[src/rtl/hazard_ctrl.sv]
// hazard_ctrl: pipeline advance/hold/flush sequencing for load-use, branch, fetch-miss and dmem-wait
module hazard_ctrl #(
  parameter int REG_W      = 5,
  parameter int ZERO_REG   = 31,
  parameter int LU_BUBBLES = 1,
  parameter int CNT_W      = 32
) (
  input  logic             clk,
  input  logic             reset,
  input  logic [REG_W-1:0] if_id_rs1,
  input  logic [REG_W-1:0] if_id_rs2,
  input  logic             if_id_use_rs2,
  input  logic             id_ex_mem_read,
  input  logic [REG_W-1:0] id_ex_rd,
  input  logic             branch_taken,
  input  logic             imem_ready,
  input  logic             dmem_busy,
  output logic             pc_write,
  output logic             if_id_write,
  output logic             if_id_flush,
  output logic             id_ex_flush,
  output logic             pipe_hold,
  output logic [CNT_W-1:0] stall_cycles
);
  typedef enum logic [1:0] {RUN, LU_STALL, MEM_WAIT} state_t;
  state_t state, state_nx;
  logic [1:0] cnt, cnt_nx;
  logic pend, pend_nx, lu_hit, in_lu, pw, iw, ifl, efl, ph;
  // a dmem wait that interrupted a load-use stall resumes it via pend
  always_comb begin
    lu_hit = id_ex_mem_read && id_ex_rd != REG_W'(ZERO_REG) &&
             (id_ex_rd == if_id_rs1 || (if_id_use_rs2 && id_ex_rd == if_id_rs2));
    in_lu = state == LU_STALL || (state == MEM_WAIT && pend);
    pw = 1'b1;
    iw = 1'b1;
    ifl = 1'b0;
    efl = 1'b0;
    ph = 1'b0;
    state_nx = RUN;
    cnt_nx = cnt;
    pend_nx = 1'b0;
    if (dmem_busy) begin
      pw = 1'b0;
      iw = 1'b0;
      ph = 1'b1;
      state_nx = MEM_WAIT;
      pend_nx = in_lu;
    end else if (branch_taken) begin
      ifl = 1'b1;
      efl = 1'b1;
      cnt_nx = 2'd0;
    end else if (in_lu) begin
      pw = 1'b0;
      iw = 1'b0;
      efl = 1'b1;
      cnt_nx = cnt - 2'd1;
      state_nx = cnt <= 2'd1 ? RUN : LU_STALL;
    end else if (lu_hit) begin
      pw = 1'b0;
      iw = 1'b0;
      efl = 1'b1;
      cnt_nx = 2'(LU_BUBBLES - 1);
      state_nx = LU_BUBBLES > 1 ? LU_STALL : RUN;
    end else if (!imem_ready) begin
      pw = 1'b0;
      ifl = 1'b1;
    end
  end
  assign pc_write    = !reset && pw;
  assign if_id_write = !reset && iw;
  assign if_id_flush = reset || ifl;
  assign id_ex_flush = reset || efl;
  assign pipe_hold   = !reset && ph;
  always_ff @(posedge clk or posedge reset)
    if (reset) begin
      state <= RUN;
      cnt <= 2'd0;
      pend <= 1'b0;
      stall_cycles <= '0;
    end else begin
      state <= state_nx;
      cnt <= cnt_nx;
      pend <= pend_nx;
      stall_cycles <= (!pw && !(&stall_cycles)) ? stall_cycles + 1'b1 : stall_cycles;
    end
endmodule

[config.mk]
export PLATFORM = sky130hd
export DESIGN_NAME = hazard_ctrl
export DESIGN_NICKNAME = d
export VERILOG_FILES = /design/src/rtl/hazard_ctrl.sv
export SDC_FILE = /design/constraint.sdc
export NUM_CORES = 1
export LEC_CHECK = 0
export ABC_CLOCK_PERIOD_IN_PS = 2360
export BUFFER_PORTS_ARGS = -buffer_cell sky130_fd_sc_hd__buf_2
export CAP_MARGIN = 20
export CORE_MARGIN = 1
export CORE_UTILIZATION = 35
export DETAILED_ROUTE_END_ITERATION = 7
export PLACE_DENSITY = 0.69
export SLEW_MARGIN = 20
export SYNTH_ARGS = -nofsm -noshare
export SYNTH_HDL_FRONTEND = slang
export SYNTH_SLANG_ARGS = --single-unit
[constraint.sdc]
create_clock -name clk -period 2.36 [get_ports clk]
set_input_delay 0.472 -clock clk [delete_from_list [all_inputs] [get_ports clk]]
set_output_delay 0.472 -clock clk [all_outputs]
set_load 0.01 [all_outputs]
==> results of run 1 <==
[cells in the mapped netlist (2+ instances only)]
cell type	number
dfrtp_1	37
xor2_1	32
nand2_1	17
nand3_1	16
nor3_2	15
nor2_1	14
nand4_1	11
nor3_1	10
xnor2_1	8
inv_1	6
buf_2	4
nor3b_1	4
o21ai_0	4
a21oi_1	3
buf_6	3
and2_1	2
and3_1	2
ha_1	2
nand2b_1	2
nand3b_1	2
nor4_2	2
o31ai_1	2
or2_2	2
or3_1	2
[cell families after synthesis]
group / after synthesis / synth area share [%]
DFF: 37 / 42.9
AOI/OAI and AO/OA: 11 / 3.07
buffers and inverters: 13 / 3.53
and+or+nand+nor: 112 / 32.1
muxes: 2 / 1.04
adders and majority gates: 2 / 1.16
xor gates and xnor gates: 40 / 16.2
[registers in the layout, summed over array words and instances (netlist names)]
register	count
cnt	2
state	2
stall_cycles	32
pend	1
[cell type report]
cell class	instances	area, sq um
Clock buffer	7	86.3
Fill cell	585	3290
Inverter	6	22.5
Multi-Input combinational cell	167	1160
Sequential cell	37	926
Tap cell	75	93.8
Timing Repair Buffer	64	348
[layer usage]
layer	part of all wire, %	track usage [%]
met3	3.7	3.41
met2	49	27.2
met4	1.0	4.82
met5	0	0
met1	46	20.3
[critical path: cells and delay by family]
family                    cells  cell delay, ns
AOI/OAI and AO/OA             2            0.26
xor gates and xnor gates      1            0.15
buffers and inverters         2            0.26
and+or+nand+nor               3            0.59
[power breakdown]
part | leakage [nW] | internal [mW] | switching (mW)
logic | 0.820 | 0.142 | 0.168
clock network | 0.0443 | 0.232 | 0.210
registers | 0.486 | 0.696 | 0.0694
total | 1.35 | 1.07 | 0.447
[worst paths after layout]
check                                             startpoint                           end  slack, ns  depth (start not counted)
worst max-delay path                             id_ex_rd[4]                   if_id_write       0.14                          8
worst min-delay path                                   reset            cnt[0]$_DFFE_PP0P_       0.33                          3
worst max register to register  stall_cycles[14]$_DFFE_PP0P_   stall_cycles[1]$_DFFE_PP0P_       0.35                          6
worst min register to register  stall_cycles[10]$_DFFE_PP0P_  stall_cycles[10]$_DFFE_PP0P_       0.48                          1
max in group asynchronous                              reset  stall_cycles[23]$_DFFE_PP0P_       1.67                          3
min in group clk                                   dmem_busy            state[1]$_DFF_PP0_       0.41                          1
==> summary.md, run 1 <==
| Metric | Value |
|---|---|
| Status | `completed` |
| WHS | `0.334 ns` |
| CTS sink cnt | `37` |
| Setup TNS | `0 ns` |
| TritonCTS Buffers | `5` |
| Post-synth EDFFs | `0` |
| Slew margin rel. | `between 60% and 70%` |
| Non-Filler Instances | `356` |
| Synth area leaders | `dfrtp_1, xor2_1, nor3_2` |
| Initial detailed-routing violation count | `81` |
| Finish-stage setup viols | `0` |
| Final period util | `93.9%` |
| CP Class | `input pin to output pin` |
| Synth Flop Type | `dfrtp_1` |
| Yosys warns | `0` |
| Final #Nets | `305` |
| VDD IR max | `0.000319 V` |
| Hold Fails Final Rpt | `0` |
| Max Cap Violations | `0` |
| Syn_area_per_cell | `9.95 sq um` |
| Layout cells sized above 1 | `33.8%` |
| Most Frequent Cell on Critical Path | `buf_2` |
| Mapped Cells | `about 220` |
| Commonest non-fill, non-tap cells in the layout | `buf_2, dfrtp_1, xor2_1, nand2_1, nand3_1` |
| Area growth syn-to-layout | `22.0%` |
| Most common cell after layout, fill and taps aside | `buf_2` |
| Via density | `approximately 5.0` |
| Detail Route Antenna Nets | `0` |
| Cell variety after synth | `39` |
| Clk_skew | `0.00566 ns` |
| Slew @ Worst Pin | `0.481 ns` |
| Register area share after synthesis | `42.9%` |
| CP required | `between 1.5 and 2 ns` |
| Die Height | `80.6 microns` |
| Worst-path clk slew | `0.07 ns` |
| TritonCTS clock tree | `done` |
| Total global-route track usage | `around 16%` |
| Htree depth | `2` |
| Gpl congestion | `just over 0.8` |
| Power Dens Cells | `about 580 mW/mm^2` |
| Worst-Skew Late Latency | `~0.28 ns` |
| Global-route wire length before repair | `~8 mm` |
| DP Area | `0.00255 sq mm` |
| Total power | `between 1.5 and 2 mW` |
| Async set-reset flop share out of synthesis | `between 90% and 100%` |
| Critical Path Max Stage Delay | `0.28 ns` |
| Setup WS pre-CTS | `0.123 ns` |
| Initial Util | `36.5%` |
| Vias | `1775` |
| N_diodes | `0` |
| Clock Tree Root | `clkbuf_8` |
| Die area | `0.00649 sq mm` |
| Critical Path Slowest Stage Cell | `nor4_1` |
| Routed WL | `4.63 mm` |
| Cell area after layout | `0.00263 sq mm` |
| # Post-CTS Setup Buffers | `0` |
| Initial antenna violation count | `0` |
| Largest net degree at the start of global routing | `38` |
| CP max FO | `5` |
| Tmin final | `around 2.2 ns` |
| Chip width | `80.6 microns` |
| Peak Freq | `451 MHz` |
| Buffer levels on the longest clock path | `2` |
| Num ports | `59` |
| Detailed placement HPWL | `3.48 mm` |
| Placeable Area | `0.00592 sq mm` |
| Lkg Pwr | `1.35 nW` |
| Arrival time at the worst endpoint | `1.74 ns` |
| Startpoint type of the worst setup path | `input pin` |
| Final core utilization | `44.5%` |
| Syn nets | `241` |
| Hold_buf cts | `0` |
| Vias in the first global route | `around 1.7k` |
| Grt ovf | `0` |
| Hold Path Class | `input pin to async pin` |
| Port bufs | `58` |
| # resized after CTS | `0` |
| Top cell type's share of synthesized area | `between 40 and 50%` |
| DRC Markers | `0` |
| CP Cell Sequence | `buf_2, xor2_1, nor4_1, nand3_1, a21oi_1, or2_2, a21boi_0, buf_2` |
| Synth Cell Area | `0.00216 sq mm` |
| FP Rows | `28` |
| Count of state elements after synthesis | `37` |
| Placed Cells | `349` |
| Leading area contributor after synthesis | `dfrtp_1` |
| Drt pass-1 iters | `4` |
| CP Capture Type | `output pin` |
| RSZ-0062 raised after global routing | `false` |
| Wire per inst | `13.0 microns` |
| Worst Setup Slack, final | `roughly 0.14 ns` |
| Final Max Slew Viols | `0` |
No activity file was read; power rests on OpenSTA's default activity.
==> run 2: changes to the inputs <==
--- a/config.mk
+++ b/config.mk
@@ -8,6 +8,7 @@
 export ABC_CLOCK_PERIOD_IN_PS = 2360
 export BUFFER_PORTS_ARGS = -buffer_cell sky130_fd_sc_hd__buf_2
 export CAP_MARGIN = 20
+export CORE_ASPECT_RATIO = 1.5
 export CORE_MARGIN = 1
 export CORE_UTILIZATION = 35
 export DETAILED_ROUTE_END_ITERATION = 7
==> run 2 against run 1 <==
Compared with the run above: first-iteration DRC count down 23%; register-to-register slack worse by 0.05 ns; cell count unchanged; sequential power up 0.7%; hold slack better by 0.0091 ns; clock skew about the same; design area about the same; critical path type unchanged; core utilization up 0.42 points; flip-flop and latch count unchanged; worst setup slack better by 0.0071 ns; highest routed layer unchanged.
==> summary.md, run 2 (synthesized netlist as in run 1, its figures left out) <==
| Metric | Value |
|---|---|
| Status | `completed` |
| Grt ovf | `0 (unchanged)` |
| Placeable Area | `0.00587 sq mm (-0.85%)` |
| Detail Route Antenna Nets | `0 (unchanged)` |
| Setup TNS | `0 ns (unchanged)` |
| Finish-stage setup viols | `0 (unchanged)` |
| Chip width | `66.1 microns (-18%)` |
| Vias | `1797 (+1.2%)` |
| TritonCTS Buffers | `5 (unchanged)` |
| Layout cells sized above 1 | `34.5% (+0.70 points)` |
| TritonCTS clock tree | `done` |
| Final Max Slew Viols | `0 (unchanged)` |
| N_diodes | `0 (unchanged)` |
| Hold_buf cts | `0 (unchanged)` |
| Most common cell after layout, fill and taps aside | `buf_2` |
| Peak Freq | `453 MHz (+0.32%)` |
| Vias in the first global route | `1799 (+4.2%)` |
| Commonest non-fill, non-tap cells in the layout | `buf_2, dfrtp_1, xor2_1, nand2_1, nand3_1` |
| Tmin final | `2.21 ns (-0.00714 ns)` |
| CTS sink cnt | `37 (unchanged)` |
| # resized after CTS | `0 (unchanged)` |
| DRC Markers | `0 (unchanged)` |
| CP required | `1.89 ns (about the same)` |
| RSZ-0062 raised after global routing | `false` |
| Startpoint type of the worst setup path | `input pin` |
| Hold Fails Final Rpt | `0 (unchanged)` |
| Leading registers by flop count | `stall_cycles x32, cnt x2, state x2` |
| FF-to-FF setup slack | `0.30 ns (-0.05 ns)` |
| Lkg Pwr | `1.35 nW (+0.16%)` |
| CP Capture Type | `output pin` |
| Crit path capture | `pc_write` |
| Max Cap Violations | `0 (unchanged)` |
| Initial Util | `36.8% (+0.31 points)` |
| FP Rows | `34 (+21%)` |
| RR Endpoint | `stall_cycles[1]$_DFFE_PP0P_` |
| Worst reg2reg path startpoint | `stall_cycles[3]$_DFFE_PP0P_` |
| DP Area | `0.00255 sq mm (about the same)` |
| Clock Tree Root | `clkbuf_8` |
| Power Dens Cells | `572 mW/mm^2 (-0.64%)` |
| Port bufs | `58 (unchanged)` |
| Slew margin rel. | `68.5% (+0.55 points)` |
| Max reg flops | `32 (unchanged)` |
| Biggest register | `stall_cycles` |
| Final #Nets | `307 (+0.66%)` |
| Arrival time at the worst endpoint | `1.74 ns (about the same)` |
| Placed Cells | `348 (-0.29%)` |
| Via density | `5.05 (+1.2%)` |
| Fillcell total | `580 (-0.85%)` |
| CP max FO | `5 (unchanged)` |
| Routed WL | `4.73 mm (+2.2%)` |
| Non-Filler Instances | `356 (unchanged)` |
| Area growth syn-to-layout | `22.1% (about the same)` |
| Worst Reg-to-Reg Cells | `6 (unchanged)` |
| Clk_skew | `0.00612 ns (+0.000460 ns)` |
| Gpl congestion | `0.749 (-9.5%)` |
| Drt pass-1 iters | `4 (unchanged)` |
| Critical Path Source | `id_ex_rd[4]` |
| Final period util | `93.6% (-0.30 points)` |
| Num ports | `59 (unchanged)` |
| Htree depth | `2 (unchanged)` |
| Total global-route track usage | `16.0% (about the same)` |
| Cell area after layout | `0.00264 sq mm (about the same)` |
| Global-route wire length before repair | `8.10 mm (+0.95%)` |
| Hold Path Class | `input pin to async pin` |
| Slew @ Worst Pin | `0.472 ns (-0.00832 ns)` |
| Die area | `0.00649 sq mm (+0.10%)` |
| Largest net degree at the start of global routing | `38 (unchanged)` |
| Worst-Skew Late Latency | `0.29 ns (about the same)` |
| CP Class | `input pin to output pin` |
| Buffer levels on the longest clock path | `2 (unchanged)` |
| Detailed placement HPWL | `3.60 mm (+3.4%)` |
| Worst-path clk slew | `0.07 ns (about the same)` |
| Initial antenna violation count | `0 (unchanged)` |
| Die Height | `98.2 microns (+22%)` |
| Initial detailed-routing violation count | `62 (-23%)` |
| Wire per inst | `13.3 microns (+2.2%)` |
| VDD IR max | `0.000295 V (-7.5%)` |
| # Post-CTS Setup Buffers | `0 (unchanged)` |
[run 2: how the worst min path moves through the flow]
stage,start,end,cells past startpoint
6_report,reset,stall_cycles[19]$_DFFE_PP0P_,3
5_1_grt,reset,stall_cycles[0]$_DFFE_PP0P_,3
4_1_cts,reset,stall_cycles[2]$_DFFE_PP0P_,3
3_5_place_dp,stall_cycles[20]$_DFFE_PP0P_,stall_cycles[20]$_DFFE_PP0P_,1
3_3_place_gp,stall_cycles[6]$_DFFE_PP0P_,stall_cycles[6]$_DFFE_PP0P_,1
2_1_floorplan,cnt[1]$_DFFE_PP0P_,cnt[1]$_DFFE_PP0P_,2
[run 2: area by class of cell]
| type | count | area (sq um) | area share [%] |
|---|---|---|---|
| well taps | 72 | 90.1 | 3.42 |
| repair buffers | 66 | 350 | 13.3 |
| clock buffers | 8 | 80.1 | 3.04 |
| multi-input cells | 167 | 1170 | 44.3 |
| inverters | 6 | 22.5 | 0.854 |
| flip-flops and latches | 37 | 926 | 35.1 |
[run 2: stage by stage]
stage                     hold WS (ns)  setup slack [ns]  power, mW  utilization [%]
after floorplan                  0.459             0.257      0.962                -
after global placement           0.474             0.107       1.09             43.4
after detailed placement         0.480            0.0650       1.10             43.4
after CTS                        0.357            0.0540       1.52             44.7
after global routing             0.401            0.0314       1.60             44.9
final                            0.343             0.150       1.51             44.9
[run 2: power breakdown]
part           switching (mW)  total (mW)  internal, mW
logic                   0.174       0.313         0.139
clock network           0.214       0.424         0.210
registers              0.0749       0.770         0.696
total                   0.464        1.51          1.04
[run 2: critical path, stage by stage]
cell     delay (ns)
buf_2          0.12
xor2_1         0.17
nor4_2         0.27
nand3_1        0.14
a21oi_2        0.15
or2_2          0.17
o21ai_0        0.10
buf_2          0.15
[run 2: routing by layer]
layer  routed length, microns  share of wire (%)  track usage [%]  vias to the layer above
li1                         -                  -                -                      882
met1                     2010                 42             19.0                      859
met2                     2440                 52             27.5                       50
met3                      200                4.2             3.62                        6
met4                       76                1.6             6.22                        0
met5                        0                  0                0                        -
==> run 3: changes to the inputs <==
--- a/config.mk
+++ b/config.mk
@@ -12,8 +12,7 @@
 export CORE_MARGIN = 1
 export CORE_UTILIZATION = 35
 export DETAILED_ROUTE_END_ITERATION = 7
-export PLACE_DENSITY = 0.69
-export SLEW_MARGIN = 20
+export PLACE_DENSITY = 0.55
 export SYNTH_ARGS = -nofsm -noshare
 export SYNTH_HDL_FRONTEND = slang
 export SYNTH_SLANG_ARGS = --single-unit
==> run 3 against run 2 <==
Compared with the run above: sequential power hardly changed; power up 0.73%; non-clock buffer count up 1; worst setup slack lost 0.073 ns; first-iteration DRC count is 6.5% lower; core utilization up 0.064 points; global-route usage hardly changed; hold slack got worse by 0.0098 ns; critical path depth unchanged; count of clock-buffer cells in the layout is 1 lower; fmax decreased by 3.2%; design area rose by 0.14%; critical endpoint unchanged; largest power group unchanged.
==> summary.md, run 3 (synthesized netlist as in run 1, its figures left out) <==
| Metric | Value |
|---|---|
| Global-route wire length before repair | `8.09 mm (about the same)` |
| Port bufs | `58 (unchanged)` |
| RSZ-0062 raised after global routing | `false` |
| Critical Path Max Stage Delay | `0.32 ns (+0.05 ns)` |
| Finish-stage setup viols | `0 (unchanged)` |
| Setup TNS | `0 ns (unchanged)` |
| CP required | `1.89 ns (about the same)` |
| Final #Nets | `308 (+0.33%)` |
| CP Class | `input pin to output pin` |
| VDD IR max | `0.000218 V (-26%)` |
| Max reg flops | `32 (unchanged)` |
| Drt pass-1 iters | `4 (unchanged)` |
| Arrival time at the worst endpoint | `1.81 ns (+0.07 ns)` |
| Peak Freq | `438 MHz (-3.2%)` |
| N_diodes | `0 (unchanged)` |
| Highest routed layer | `met4` |
| Hold Fails Final Rpt | `0 (unchanged)` |
| Clock Tree Root | `clkbuf_8` |
| Final Max Slew Viols | `0 (unchanged)` |
| WL met1 | `1.95 mm (-3.1%)` |
| Worst-Skew Late Latency | `0.28 ns (about the same)` |
| Htree depth | `2 (unchanged)` |
| Die Height | `98.2 microns (unchanged)` |
| Worst Setup Slack, final | `0.0772 ns (-0.0731 ns)` |
| Max Cap Violations | `0 (unchanged)` |
| TritonCTS Buffers | `5 (unchanged)` |
| Seq. cell area | `926 sq um (unchanged)` |
| Gate power share | `20.4% (-0.4 points)` |
| Total global-route track usage | `16.0% (-0.018 points)` |
| Largest net degree at the start of global routing | `38 (unchanged)` |
| Wire per inst | `13.3 microns (about the same)` |
| Hold_buf cts | `0 (unchanged)` |
| FF-to-FF setup slack | `0.35 ns (+0.05 ns)` |
| Slew @ Worst Pin | `0.466 ns (-0.00660 ns)` |
| Met2 WL post-DR | `2.49 mm (+2.0%)` |
| Worst Reg-to-Reg Cells | `7 (+1)` |
| Startpoint type of the worst setup path | `input pin` |
| TritonCTS clock tree | `done` |
| Detail Route Antenna Nets | `0 (unchanged)` |
| Lkg Pwr | `1.36 nW (+0.67%)` |
| Pint | `1.07 mW (+2.2%)` |
| Placeable Area | `0.00587 sq mm (unchanged)` |
| Gpl congestion | `0.760 (+1.5%)` |
| CP Capture Type | `output pin` |
| CP max FO | `5 (unchanged)` |
| CTS sink cnt | `37 (unchanged)` |
| Slew margin rel. | `69.0% (+0.44 points)` |
| Met3 WL | `213 microns (+6.5%)` |
| Chip width | `66.1 microns (unchanged)` |
| Commonest non-fill, non-tap cells in the layout | `buf_2, dfrtp_1, xor2_1, nand2_1, nand3_1` |
| Initial detailed-routing violation count | `58 (-6.5%)` |
| Worst-path clk slew | `0.07 ns (about the same)` |
| Leading registers by flop count | `stall_cycles x32, cnt x2, state x2` |
| Critical Path Slowest Stage Cell | `nor4_1` |
| Worst reg2reg path startpoint | `stall_cycles[7]$_DFFE_PP0P_` |
| DRC Markers | `0 (unchanged)` |
| Fillcell total | `595 (+2.6%)` |
| Num ports | `59 (unchanged)` |
| Initial antenna violation count | `0 (unchanged)` |
| Detailed placement HPWL | `3.62 mm (+0.35%)` |
| FP Rows | `34 (unchanged)` |
| Final core utilization | `45.0% (+0.064 points)` |
| # Post-CTS Setup Buffers | `0 (unchanged)` |
| Critical Path Source | `id_ex_rd[3]` |
| Power Dens Cells | `575 mW/mm^2 (+0.59%)` |
| Layout cells sized above 1 | `34.5% (unchanged)` |
| Setup WS pre-CTS | `0.0565 ns (-0.00858 ns)` |
| Clk network pwr share | `28.9% (+0.8 points)` |
| CP Cell Sequence | `buf_2, xor2_1, nor4_1, nand3_1, a21oi_1, or2_2, o21ai_0, buf_2` |
| Tmin final | `2.28 ns (+0.0731 ns)` |
| Via density | `5.03 (-0.45%)` |
| Routed WL | `4.73 mm (about the same)` |
| Buffer levels on the longest clock path | `2 (unchanged)` |
| Vias | `1789 (-0.45%)` |
| Most Frequent Cell on Critical Path | `buf_2` |
| Status | `completed` |
| Die area | `0.00649 sq mm (unchanged)` |
| Switch share | `29.7% (-1.0 points)` |
| Clk_skew | `0.00256 ns (-0.00356 ns)` |
| Hold Path Class | `input pin to async pin` |
| Final period util | `96.7% (+3.1 points)` |
| Area of the multi-input gates | `0.00116 sq mm (-0.86%)` |
| Reg power frac | `50.7% (-0.4 points)` |
| Grt ovf | `0 (unchanged)` |
| Area growth syn-to-layout | `22.2%` |
| # resized after CTS | `0 (unchanged)` |
| RR Endpoint | `stall_cycles[23]$_DFFE_PP0P_` |
| Initial Util | `36.8% (unchanged)` |
| Total net switching power | `452 uW (-2.6%)` |
| Biggest register | `stall_cycles` |
| Vias in the first global route | `1783 (-0.89%)` |
| Most common cell after layout, fill and taps aside | `buf_2` |
## run 3: cell types whose count changed in the layout (fill, tap and decap cells not counted), sizes merged
cell    before  now
clkbuf       8    7
buf         66   67
## run 3: worst max-delay path by stage
stage / to / slack [ns] / cells past startpoint
6_report: pc_write / 0.08 / 8
5_1_grt: pc_write / 0.0008 / 8
4_1_cts: if_id_write / 0.04 / 8
3_5_place_dp: if_id_write / 0.06 / 8
3_3_place_gp: pc_write / 0.09 / 8
2_1_floorplan: id_ex_flush / 0.26 / 2
## run 3: metrics by stage
step / cell area (sq um) / cells / hold slack [ns] / total power [mW]
after floorplan: 2160 / 217 / 0.459 / 0.962
after global placement: 2550 / 349 / 0.472 / 1.09
after detailed placement: 2550 / 349 / 0.479 / 1.10
after CTS: 2640 / 356 / 0.355 / 1.54
after global routing: 2640 / 356 / 0.391 / 1.62
final: 2640 / 356 / 0.334 / 1.52
## run 3: worst max-delay path, delay by kind of cell
| family | cells | cell delay, ns |
|---|---|---|
| xor gates and xnor gates | 1 | 0.15 |
| and+or+nand+nor | 3 | 0.65 |
| AOI/OAI and AO/OA | 2 | 0.27 |
| buffers and inverters | 2 | 0.26 |
## run 3: per-layer routing
| layer | track usage [%] | vias to the layer above |
|---|---|---|
| li1 | - | 885 |
| met1 | 19.2 | 847 |
| met2 | 27.6 | 51 |
| met3 | 3.62 | 6 |
| met4 | 5.40 | 0 |
| met5 | 0 | - |
## run 3: power by group through the flow
stage | registers (mW) | logic [mW] | clock network [mW]
global placement | 0.782 | 0.312 | 0
global route | 0.783 | 0.349 | 0.487
floorplan | 0.795 | 0.167 | 0
detailed placement | 0.784 | 0.316 | 0
CTS | 0.773 | 0.317 | 0.451
finish | 0.770 | 0.310 | 0.439
## run 3: layout make-up
cell class / count / area share (%)
multi-input cells: 167 / 43.8
flip-flops and latches: 37 / 35.1
repair buffers: 67 / 13.6
well taps: 72 / 3.41
clock buffers: 7 / 3.27
inverters: 6 / 0.853
